<file path="src/rtl/chargen_fifo_top_if.sv">
// Board-facing pin bundle of the character-generator demo: DIP switches,
// LEDs and the UART pair. The design drives it through the slave modport;
// whatever sits on the board side (or a bench) uses the master modport.
interface chargen_fifo_top_if;
    logic [2:0] dip;
    logic [2:0] led;
    logic       uart_rx;
    logic       uart_tx;

    modport master (
        output dip,
        output uart_rx,
        input  led,
        input  uart_tx
    );

    modport slave (
        input  dip,
        input  uart_rx,
        output led,
        output uart_tx
    );
endinterface

</file>
<file path="src/rtl/chargen_fifo_top.sv">
// Character-generator demo.
// A generator streams printable ASCII (starting at 'a', wrapping '~' -> ' ')
// into a 2^FIFO_DEPTH-entry FIFO. An 8N1 UART transmitter drains the FIFO
// back-to-back: the next character is popped at the end of the last data
// bit, so the stop bit is driven from its own state and the following start
// bit can begin with no idle gap. LEDs (active-low) show a heartbeat,
// transmitter activity and FIFO-full.
module chargen_fifo_top #(
    parameter int FIFO_DEPTH     = 2,
    parameter int UART_CDIV      = 2,
    parameter int BLINK_INTERVAL = 2
) (
    input  logic               clk,
    input  logic               n_rst,
    chargen_fifo_top_if.slave  bus
);

    localparam int ENTRIES = 1 << FIFO_DEPTH;
    localparam int PW      = FIFO_DEPTH + 1;
    localparam int DW      = $clog2(UART_CDIV + 1);
    localparam int BW      = $clog2(BLINK_INTERVAL + 1);

    localparam logic [PW-1:0] NR_FULL    = PW'(ENTRIES);
    localparam logic [DW-1:0] DIV_LAST   = DW'(UART_CDIV - 1);
    localparam logic [BW-1:0] BLINK_LAST = BW'(BLINK_INTERVAL - 1);

    localparam logic [7:0] CHAR_FIRST = 8'h61;   // 'a'
    localparam logic [7:0] CHAR_LAST  = 8'h7E;   // '~'
    localparam logic [7:0] CHAR_WRAP  = 8'h20;   // ' '

    typedef enum logic [1:0] {
        TX_IDLE,
        TX_START,
        TX_DATA,
        TX_STOP
    } tx_state_t;

    // ------------------------------------------------------------------
    // Character generator and FIFO bookkeeping
    // ------------------------------------------------------------------
    logic [7:0]    fifo_in_q, fifo_in_d;
    logic [PW-1:0] wp_q, wp_d;
    logic [PW-1:0] rp_q, rp_d;
    logic [PW-1:0] nr_q, nr_d;
    logic [7:0]    mem [ENTRIES];

    logic          fifo_full;
    logic          fifo_empty;
    logic          wr_en;
    logic          rd_en;
    logic [7:0]    fifo_head;

    assign fifo_full  = (nr_q == NR_FULL);
    assign fifo_empty = (nr_q == '0);
    // The generator always has a character ready, so it writes whenever
    // there is room; a full FIFO blocks the write.
    assign wr_en      = !fifo_full;
    assign fifo_head  = mem[rp_q[FIFO_DEPTH-1:0]];

    // Next generator character, pointer advance and occupancy count.
    always_comb begin
        fifo_in_d = fifo_in_q;
        wp_d      = wp_q;
        rp_d      = rp_q;
        nr_d      = nr_q;
        if (wr_en) begin
            fifo_in_d = (fifo_in_q == CHAR_LAST) ? CHAR_WRAP : fifo_in_q + 8'd1;
            wp_d      = wp_q + PW'(1);
        end
        if (rd_en) begin
            rp_d = rp_q + PW'(1);
        end
        case ({wr_en, rd_en})
            2'b10:   nr_d = nr_q + PW'(1);
            2'b01:   nr_d = nr_q - PW'(1);
            default: nr_d = nr_q;
        endcase
    end

    // Generator / FIFO state registers.
    always_ff @(posedge clk) begin
        if (n_rst) begin
            fifo_in_q <= CHAR_FIRST;
            wp_q      <= '0;
            rp_q      <= '0;
            nr_q      <= '0;
        end else begin
            fifo_in_q <= fifo_in_d;
            wp_q      <= wp_d;
            rp_q      <= rp_d;
            nr_q      <= nr_d;
        end
    end

    // FIFO storage write port; contents need no reset because the count
    // gates every read.
    always_ff @(posedge clk) begin
        if (wr_en && !n_rst) begin
            mem[wp_q[FIFO_DEPTH-1:0]] <= fifo_in_q;
        end
    end

    // ------------------------------------------------------------------
    // UART transmitter
    // ------------------------------------------------------------------
    tx_state_t     state_q, state_d;
    logic [7:0]    data_in_q, data_in_d;
    logic [2:0]    bit_q, bit_d;
    logic [DW-1:0] div_q, div_d;
    logic          preload_q, preload_d;
    logic          sending_q, sending_d;
    logic          tx_q, tx_d;
    logic          bit_end;

    assign bit_end = (div_q == DIV_LAST);

    // Transmitter next-state: bit timing, pops and the preload for the
    // following frame. The line level is computed from the next state so
    // that the registered uart_tx lines up with state_q.
    always_comb begin
        state_d   = state_q;
        data_in_d = data_in_q;
        bit_d     = bit_q;
        div_d     = div_q;
        preload_d = preload_q;
        sending_d = sending_q;
        rd_en     = 1'b0;

        case (state_q)
            TX_IDLE: begin
                if (!fifo_empty) begin
                    rd_en     = 1'b1;
                    data_in_d = fifo_head;
                    state_d   = TX_START;
                    div_d     = '0;
                    sending_d = 1'b1;
                end
            end
            TX_START: begin
                if (bit_end) begin
                    div_d   = '0;
                    bit_d   = '0;
                    state_d = TX_DATA;
                end else begin
                    div_d = div_q + DW'(1);
                end
            end
            TX_DATA: begin
                if (bit_end) begin
                    div_d = '0;
                    if (bit_q == 3'd7) begin
                        // Grab the next character now; the stop bit no
                        // longer depends on data_in.
                        state_d = TX_STOP;
                        if (!fifo_empty) begin
                            rd_en     = 1'b1;
                            data_in_d = fifo_head;
                            preload_d = 1'b1;
                        end else begin
                            preload_d = 1'b0;
                        end
                    end else begin
                        bit_d = bit_q + 3'd1;
                    end
                end else begin
                    div_d = div_q + DW'(1);
                end
            end
            TX_STOP: begin
                if (bit_end) begin
                    div_d = '0;
                    if (preload_q) begin
                        preload_d = 1'b0;
                        state_d   = TX_START;
                    end else begin
                        state_d   = TX_IDLE;
                        sending_d = 1'b0;
                    end
                end else begin
                    div_d = div_q + DW'(1);
                end
            end
            default: begin
                state_d   = TX_IDLE;
                sending_d = 1'b0;
            end
        endcase

        case (state_d)
            TX_START: tx_d = 1'b0;
            TX_DATA:  tx_d = data_in_d[bit_d];
            default:  tx_d = 1'b1;
        endcase
    end

    // Transmitter state register; reset aborts any frame in flight.
    always_ff @(posedge clk) begin
        if (n_rst) begin
            state_q   <= TX_IDLE;
            data_in_q <= 8'h00;
            bit_q     <= '0;
            div_q     <= '0;
            preload_q <= 1'b0;
            sending_q <= 1'b0;
            tx_q      <= 1'b1;
        end else begin
            state_q   <= state_d;
            data_in_q <= data_in_d;
            bit_q     <= bit_d;
            div_q     <= div_d;
            preload_q <= preload_d;
            sending_q <= sending_d;
            tx_q      <= tx_d;
        end
    end

    // ------------------------------------------------------------------
    // Heartbeat
    // ------------------------------------------------------------------
    logic [BW-1:0] blink_cnt_q, blink_cnt_d;
    logic          blink_q, blink_d;

    // Toggle the heartbeat once every BLINK_INTERVAL cycles.
    always_comb begin
        blink_cnt_d = blink_cnt_q + BW'(1);
        blink_d     = blink_q;
        if (blink_cnt_q == BLINK_LAST) begin
            blink_cnt_d = '0;
            blink_d     = ~blink_q;
        end
    end

    // Heartbeat registers; the LED starts dark (high).
    always_ff @(posedge clk) begin
        if (n_rst) begin
            blink_cnt_q <= '0;
            blink_q     <= 1'b1;
        end else begin
            blink_cnt_q <= blink_cnt_d;
            blink_q     <= blink_d;
        end
    end

    // ------------------------------------------------------------------
    // Outputs
    // ------------------------------------------------------------------
    assign bus.uart_tx = tx_q;
    assign bus.led     = {~fifo_full, ~sending_q, blink_q};

    // DIP switches and the receive line are reserved; pointer MSBs exist
    // only to keep full and empty distinct in the pointer encoding.
    logic unused_ok;
    assign unused_ok = ^{bus.dip, bus.uart_rx, rp_q[FIFO_DEPTH], wp_q[FIFO_DEPTH]};

endmodule

</file>
<file path="src/flat_wrapper.sv">
// flat-port wrapper written by rule: the top's interface ports become plain ports
module chargen_fifo_top_flat 
#(
    parameter int FIFO_DEPTH     = 2,
    parameter int UART_CDIV      = 2,
    parameter int BLINK_INTERVAL = 2
)
  (clk, n_rst, bus_dip, bus_uart_rx, bus_led, bus_uart_tx);
  chargen_fifo_top_if bus_i ();
  input  logic clk;
  input  logic n_rst;
  input wire logic [$bits(bus_i.dip)-1:0] bus_dip;
  input wire logic [$bits(bus_i.uart_rx)-1:0] bus_uart_rx;
  output wire logic [$bits(bus_i.led)-1:0] bus_led;
  output wire logic [$bits(bus_i.uart_tx)-1:0] bus_uart_tx;
  assign bus_i.dip = bus_dip;
  assign bus_i.uart_rx = bus_uart_rx;
  assign bus_led = bus_i.led;
  assign bus_uart_tx = bus_i.uart_tx;
  chargen_fifo_top #(.FIFO_DEPTH(FIFO_DEPTH), .UART_CDIV(UART_CDIV), .BLINK_INTERVAL(BLINK_INTERVAL)) u_core (.clk(clk), .n_rst(n_rst), .bus(bus_i));
endmodule
</file>
<file path="config.mk">
export PLATFORM = sky130hd
export DESIGN_NAME = chargen_fifo_top_flat
export DESIGN_NICKNAME = d
export VERILOG_FILES = /design/src/rtl/chargen_fifo_top_if.sv /design/src/rtl/chargen_fifo_top.sv /design/src/flat_wrapper.sv
export SDC_FILE = /design/constraint.sdc
export NUM_CORES = 1
export LEC_CHECK = 0
export BUFFER_PORTS_ARGS = -buffer_cell sky130_fd_sc_hd__buf_2
export CORE_MARGIN = 4
export CORE_UTILIZATION = 50
export DETAILED_ROUTE_END_ITERATION = 10
export GPL_ROUTABILITY_DRIVEN = 0
export PLACE_DENSITY = 0.66
export SKIP_LAST_GASP = 1
export SYNTH_ARGS = -nofsm -noshare
export SYNTH_HDL_FRONTEND = slang
export SYNTH_SLANG_ARGS = --single-unit
</file>
<file path="constraint.sdc">
create_clock -name clk -period 6 [get_ports clk]
set_clock_uncertainty 0.05 [all_clocks]
set_input_delay 0.3 -clock clk [delete_from_list [all_inputs] [get_ports clk]]
set_output_delay 0.3 -clock clk [all_outputs]
set_load 0.05 [all_outputs]
</file>
==> run_results.csv, run 1 <==
group,metric,value,unit
clocking,cts-buffers-inserted,9,
route,vias_per_cell,5.306,
worst_setup_path,cpMaxStageDelayCell,"a211oi_4",
worst_setup_path,cp.arrival,3270,ps
yosys,ys_warn_count,0,
sta,slew_headroom,57.06,%
clocking,cts_root_buffer,"clkbuf_8",
sta,rsz0062_at_grt,"false",
place,placed_cell_area,3176,µm²
hold_path,hold_path.class,"reg -> reg",
yosys,synthesis.nets,281,
global_routing,antenna_found_initial,0,
global_routing,grt_pass1_wl,8.673,mm
sta,finalHoldViolCount,0,
place,hpwl,3.363,mm
place,dp.cells,327,
die,core,6026,µm²
yosys,synth-seq-cells,70,
yosys,ys_top_cells_by_area,"edfxtp_1 31%, dfxtp_1 24%, ha_1 5.6%",
worst_setup_path,critPathKind,"reg -> reg",
clocking,clockBufferDepth,2,
global_routing,grt-ovfl-total,0,
die,die_area,7627,µm²
sta,fin_crit_sh,50.83,%
job,maxCapViolCount,0,
cells_and_area,fin_area,3401,µm²
cells_and_area,layout-area-overhead-vs-synth,8.072,%
cells_and_area,layout.cells.non_filler,343,
cells_and_area,n_antenna_cell,0,
worst_setup_path,worstPathCellList,"inv_1 -> ha_1 -> a31oi_1 -> a211oi_4 -> ha_1 -> inv_1 -> fa_1 -> xor2_1 -> or3_1 -> a21oi_1",
sta,tightest_slew,644.1,ps
clocking,clk_latency,340,ps
worst_setup_path,end_kind,"register",
clocking,clock_sinks,70,
route,remaining_drc_errors,0,
die,dieWidth,87.33,µm
clocking,cts_tree,"done",
cells_and_area,layout_commonest_cell,"dfxtp_1",
yosys,syn_inst,260,
clocking,clkSlewWorstSetupHoldPaths,80,ps
pwr,power_density,471.7,nW/µm²
die,num_io_pins,10,
worst_setup_path,required,6220,ps
global_routing,grt_usage,15.21,%
cells_and_area,drive_gt1_share,13.81,%
yosys,yosysSeqAreaShare,54.71,%
route,wire_per_inst,14.59,µm
route,drt_iter0_drc,98,
cells_and_area,nets,284,
cells_and_area,most-common-layout-cells,"38 x dfxtp_1, 32 x edfxtp_1, 29 x nor2_1",
route,drt_wl_total,5.003,mm
worst_setup_path,cp_slowest_stage_delay,530,ps
place,place_ws,2943,ps
die,start_util,52.22,%
clocking,cts_resized,0,
sta,fmax,327.9,MHz
die,row_count,28,
yosys,async_flop_share,0,%
sta,finalMaxSlewViolations,0,
clocking,ctsHoldBuffers,0,
sta,period_needed,3050,ps
yosys,syn-mean-instance-area,12.10,µm²
sta,finalSetupTns,0,ps
yosys,synth_top_area_cell,"edfxtp_1",
worst_setup_path,startpoint_type,"register",
route,drtAntennaViolNets,0,
pwr,finalPower,1.604,mW
pwr,p_leak,1.195,nW
clocking,cts_max_level,3,
yosys,synth_flop_cell,"dfxtp_1",
yosys,synth_edf_count,32,
yosys,syn_area,3147,µm²
route,dr.pass1.iters,4,
run_status,status,"finished clean",
yosys,yosysTopAreaCellShare,30.54,%
worst_setup_path,crit_fanout,12,
clocking,post_cts_buffers,0,
place,io_buffers,5,
die,die_y,87.33,µm
sta,setup_ws,2950,ps
global_routing,grt_max_degree,35,
route,vias,1820,
sta,setup_violations,0,
global_routing,grt_pass1_vias,1841,
yosys,ys_types,56,
pwr,vdd.ir_drop.worst,258.0,µV
## cell type report
class	count	area [µm²]
repair buffers	5	25.02
inverters	15	56.30
clock inverters	5	62.56
multi-input cells	162	1279
flip-flops and latches	70	1722
well taps	75	93.84
fillers	509	2625
clock buffers	11	162.7
## per-stage QoR
step	hold slack (ps)	utilization, %
after global routing	426.0	56.44
after global placement	367.8	52.70
after CTS	386.0	56.44
after detailed placement	374.4	52.70
after floorplan	354.3	-
final	386.4	56.44
## kinds of logic after synthesis
logic type      Yosys count  synth area share (%)
simple gates             75                 12.09
flops                    70                 54.71
compound gates           49                 11.89
buf+inv                  28                 4.652
fa+ha+maj                15                 6.203
mux                      12                 7.396
xor+xnor                 11                 3.062
## registers in the layout (all words and copies together) (netlist names), 3 cells and up, named ones only
name              cells
u_core.mem           32
u_core.fifo_in_q      8
u_core.nr_q           3
u_core.data_in_q      8
u_core.bit_q          3
## synthesized netlist by cell type (2+ instances only)
cell / instances
ha_1: 14
o21bai_1: 2
nand4b_1: 2
mux4_2: 5
edfxtp_1: 32
o31ai_1: 2
nor3b_1: 2
buf_4: 3
nor2_1: 29
o21ai_0: 5
nand2_1: 12
xnor2_1: 4
mux4_1: 3
nand4_1: 2
a21oi_1: 11
xor2_1: 7
dfxtp_1: 38
nand2b_1: 5
and2_1: 5
nor3_1: 4
clkbuf_1: 5
a22oi_1: 8
o21ai_1: 2
a31oi_1: 3
buf_6: 4
mux2i_1: 3
nor2b_1: 2
nand3_1: 5
inv_1: 14
## worst paths after layout
kind / from / to / slack [ps] / cells after the start
min reg2reg: u_core.blink_cnt_q[0] / u_core.blink_cnt_q[0] / 390 / 1
max: u_core.state_q[0] / u_core.nr_q[2] / 2950 / 10
min: u_core.blink_cnt_q[0] / u_core.blink_cnt_q[0] / 390 / 1
max reg2reg: u_core.state_q[0] / u_core.nr_q[2] / 2950 / 10
## layer usage
layer | vias up | GRT usage (%) | wire length [µm]
li1 | 941 | - | -
met1 | 844 | 18.74 | 2355
met2 | 28 | 24.18 | 2347
met3 | 7 | 5.393 | 206
met4 | 0 | 6.416 | 95
met5 | - | 0 | 0
## where the power goes
| part | switching [mW] | total (mW) | internal [mW] |
|---|---|---|---|
| Clock | 0.185 | 0.417 | 0.232 |
| Combinational | 0.297 | 0.517 | 0.220 |
| Sequential | 0.0737 | 0.670 | 0.596 |
| Total | 0.556 | 1.60 | 1.05 |
## worst max-delay path, delay by kind of cell (launching register included)
family                     cells  cell delay, ps
buffers and inverters          2             220
adders and majority gates      3            1120
DFF                            1             340
AOI/OAI and AO/OA              3             800
xor gates and xnor gates       1             160
and+or+nand+nor                1             300
(Power assumes the default switching activity.)
==> run 2: changes to the inputs <==
--- a/config.mk
+++ b/config.mk
@@ -10,7 +10,7 @@
 export CORE_UTILIZATION = 50
 export DETAILED_ROUTE_END_ITERATION = 10
 export GPL_ROUTABILITY_DRIVEN = 0
-export PLACE_DENSITY = 0.66
+export PLACE_DENSITY = 0.69
 export SKIP_LAST_GASP = 1
 export SYNTH_ARGS = -nofsm -noshare
 export SYNTH_HDL_FRONTEND = slang
==> constraint.sdc (replaced) <==
create_clock -name clk -period 2.8 [get_ports clk]
set_clock_uncertainty 0.05 [all_clocks]
set_input_delay 0.14 -clock clk [delete_from_list [all_inputs] [get_ports clk]]
set_output_delay 0.14 -clock clk [all_outputs]
set_load 0.05 [all_outputs]
==> run 2 against run 1 <==
Net effect:
- via count grew 3.1%
- clock power grew 120%
- sequential power grew 110%
- utilization grew 0.89 points
- critical path type unchanged
- highest routed layer unchanged
- critical endpoint unchanged
==> run_results.csv, run 2 (same netlist as run 1, synthesis figures left out) <==
group,metric,value,unit
sta,finalMaxSlewViolations,0,
global_routing,grt_max_degree,34,
run_status,status,"finished clean",
clocking,cts_max_level,3,
cells_and_area,largest_reg_flops,32,
place,hpwl,3.617,mm
route,drt_wl_total,5.337,mm
worst_setup_path,r2r_slack,230,ps
clocking,cts_resized,0,
route,vias_per_cell,5.375,
worst_setup_path,crit_fanout,7,
cells_and_area,layout-area-overhead-vs-synth,9.781,%
die,die_y,87.33,µm
route,remaining_drc_errors,0,
sta,period_needed,2565,ps
sta,setup_violations,0,
route,drtAntennaViolNets,0,
route,dr.pass1.iters,4,
place,io_buffers,5,
clocking,cts_root_buffer,"clkbuf_8",
worst_setup_path,required,3040,ps
clocking,clock_sinks,70,
pwr,p_leak,1.225,nW
job,maxCapViolCount,0,
global_routing,antenna_found_initial,0,
hold_path,hold_path.class,"in -> reg",
route,wire_per_inst,15.29,µm
global_routing,grt_usage,16.70,%
sta,finalSetupTns,0,ps
cells_and_area,layout_commonest_cell,"dfxtp_1",
pwr,finalPower,3.532,mW
clocking,cts-buffers-inserted,9,
die,row_count,28,
route,vias,1876,
worst_setup_path,critPathKind,"reg -> reg",
clocking,clockBufferDepth,2,
die,die_area,7627,µm²
cells_and_area,most-common-layout-cells,"38 x dfxtp_1, 32 x edfxtp_1, 29 x nor2_1",
clocking,post_cts_buffers,0,
global_routing,grt_pass1_wl,9.377,mm
pwr,power_density,1022,nW/µm²
pwr,vdd.ir_drop.worst,519.7,µV
cells_and_area,n_fill_cell,512,
worst_setup_path,end_kind,"register",
sta,fmax,389.8,MHz
route,drt_iter0_drc,116,
cells_and_area,nets,290,
die,num_io_pins,10,
sta,fin_crit_sh,91.62,%
cells_and_area,drive_gt1_share,15.69,%
cells_and_area,n_antenna_cell,0,
sta,rsz0062_at_grt,"false",
clocking,ctsHoldBuffers,0,
die,core,6026,µm²
sta,slew_headroom,67.93,%
global_routing,grt-ovfl-total,0,
clocking,clkSlewWorstSetupHoldPaths,80,ps
die,dieWidth,87.33,µm
sta,tightest_slew,477.0,ps
global_routing,grt_pass1_vias,1917,
worst_setup_path,startpoint_type,"register",
die,start_util,52.22,%
clocking,cts_tree,"done",
clocking,clk_latency,350,ps
worst_setup_path,cp.arrival,2800,ps
sta,finalHoldViolCount,0,
==> run 2: final cells by class <==
type	count	area, µm²	share of cell area (%)
Clock buffer	11	173.9	5.034
Clock inverter	5	60.06	1.739
Inverter	15	56.30	1.630
Multi-Input combinational cell	162	1279	37.02
Sequential cell	70	1722	49.84
Tap cell	75	93.84	2.716
Timing Repair Buffer	11	70.07	2.028
==> run 2: final timing paths <==
path / endpoint / from / depth (start not counted)
setup / recovery: u_core.nr_q[2] / u_core.state_q[0] / 10
hold reg to reg: u_core.blink_cnt_q[0] / u_core.blink_cnt_q[0] / 1
hold / removal: u_core.wp_q[0] / n_rst / 3
setup reg to reg: u_core.nr_q[2] / u_core.state_q[0] / 10
==> run 2: layer usage <==
metal / vias up / track usage (%) / share of wire (%)
met5: - / 0 / 0
met4: 0 / 7.810 / 2.1
met3: 12 / 5.393 / 3.1
met2: 20 / 26.10 / 47
met1: 890 / 20.95 / 47
li1: 954 / - / -
==> run 2: stage by stage <==
step / hold slack [ps] / area [µm²] / instances / setup WS (ps) / util (%)
after CTS: 235.9 / 3455 / 349 / 222.3 / 57.33
after global placement: 362.2 / 3221 / 333 / 297.3 / 53.45
final: 246.3 / 3455 / 349 / 234.6 / 57.33
after detailed placement: 373.1 / 3221 / 333 / 248.0 / 53.45
after global routing: 262.2 / 3455 / 349 / 10.58 / 57.33
after floorplan: 354.3 / 3147 / 260 / 241.0 / -
==> run 2: worst max-delay path, cell delays in order, from the launching register on <==
cell and delay, ps:
dfxtp_1 330, inv_1 140, ha_1 300, a31oi_1 110, a211oi_4 270, ha_1 220, inv_1 70, fa_1 430
xor2_1 160, or3_1 310, a21oi_1 140
==> run 2: where the power goes <==
part | switching (mW) | total (mW) | internal, mW
logic | 0.674 | 1.19 | 0.514
clock network | 0.400 | 0.922 | 0.522
registers | 0.143 | 1.42 | 1.28
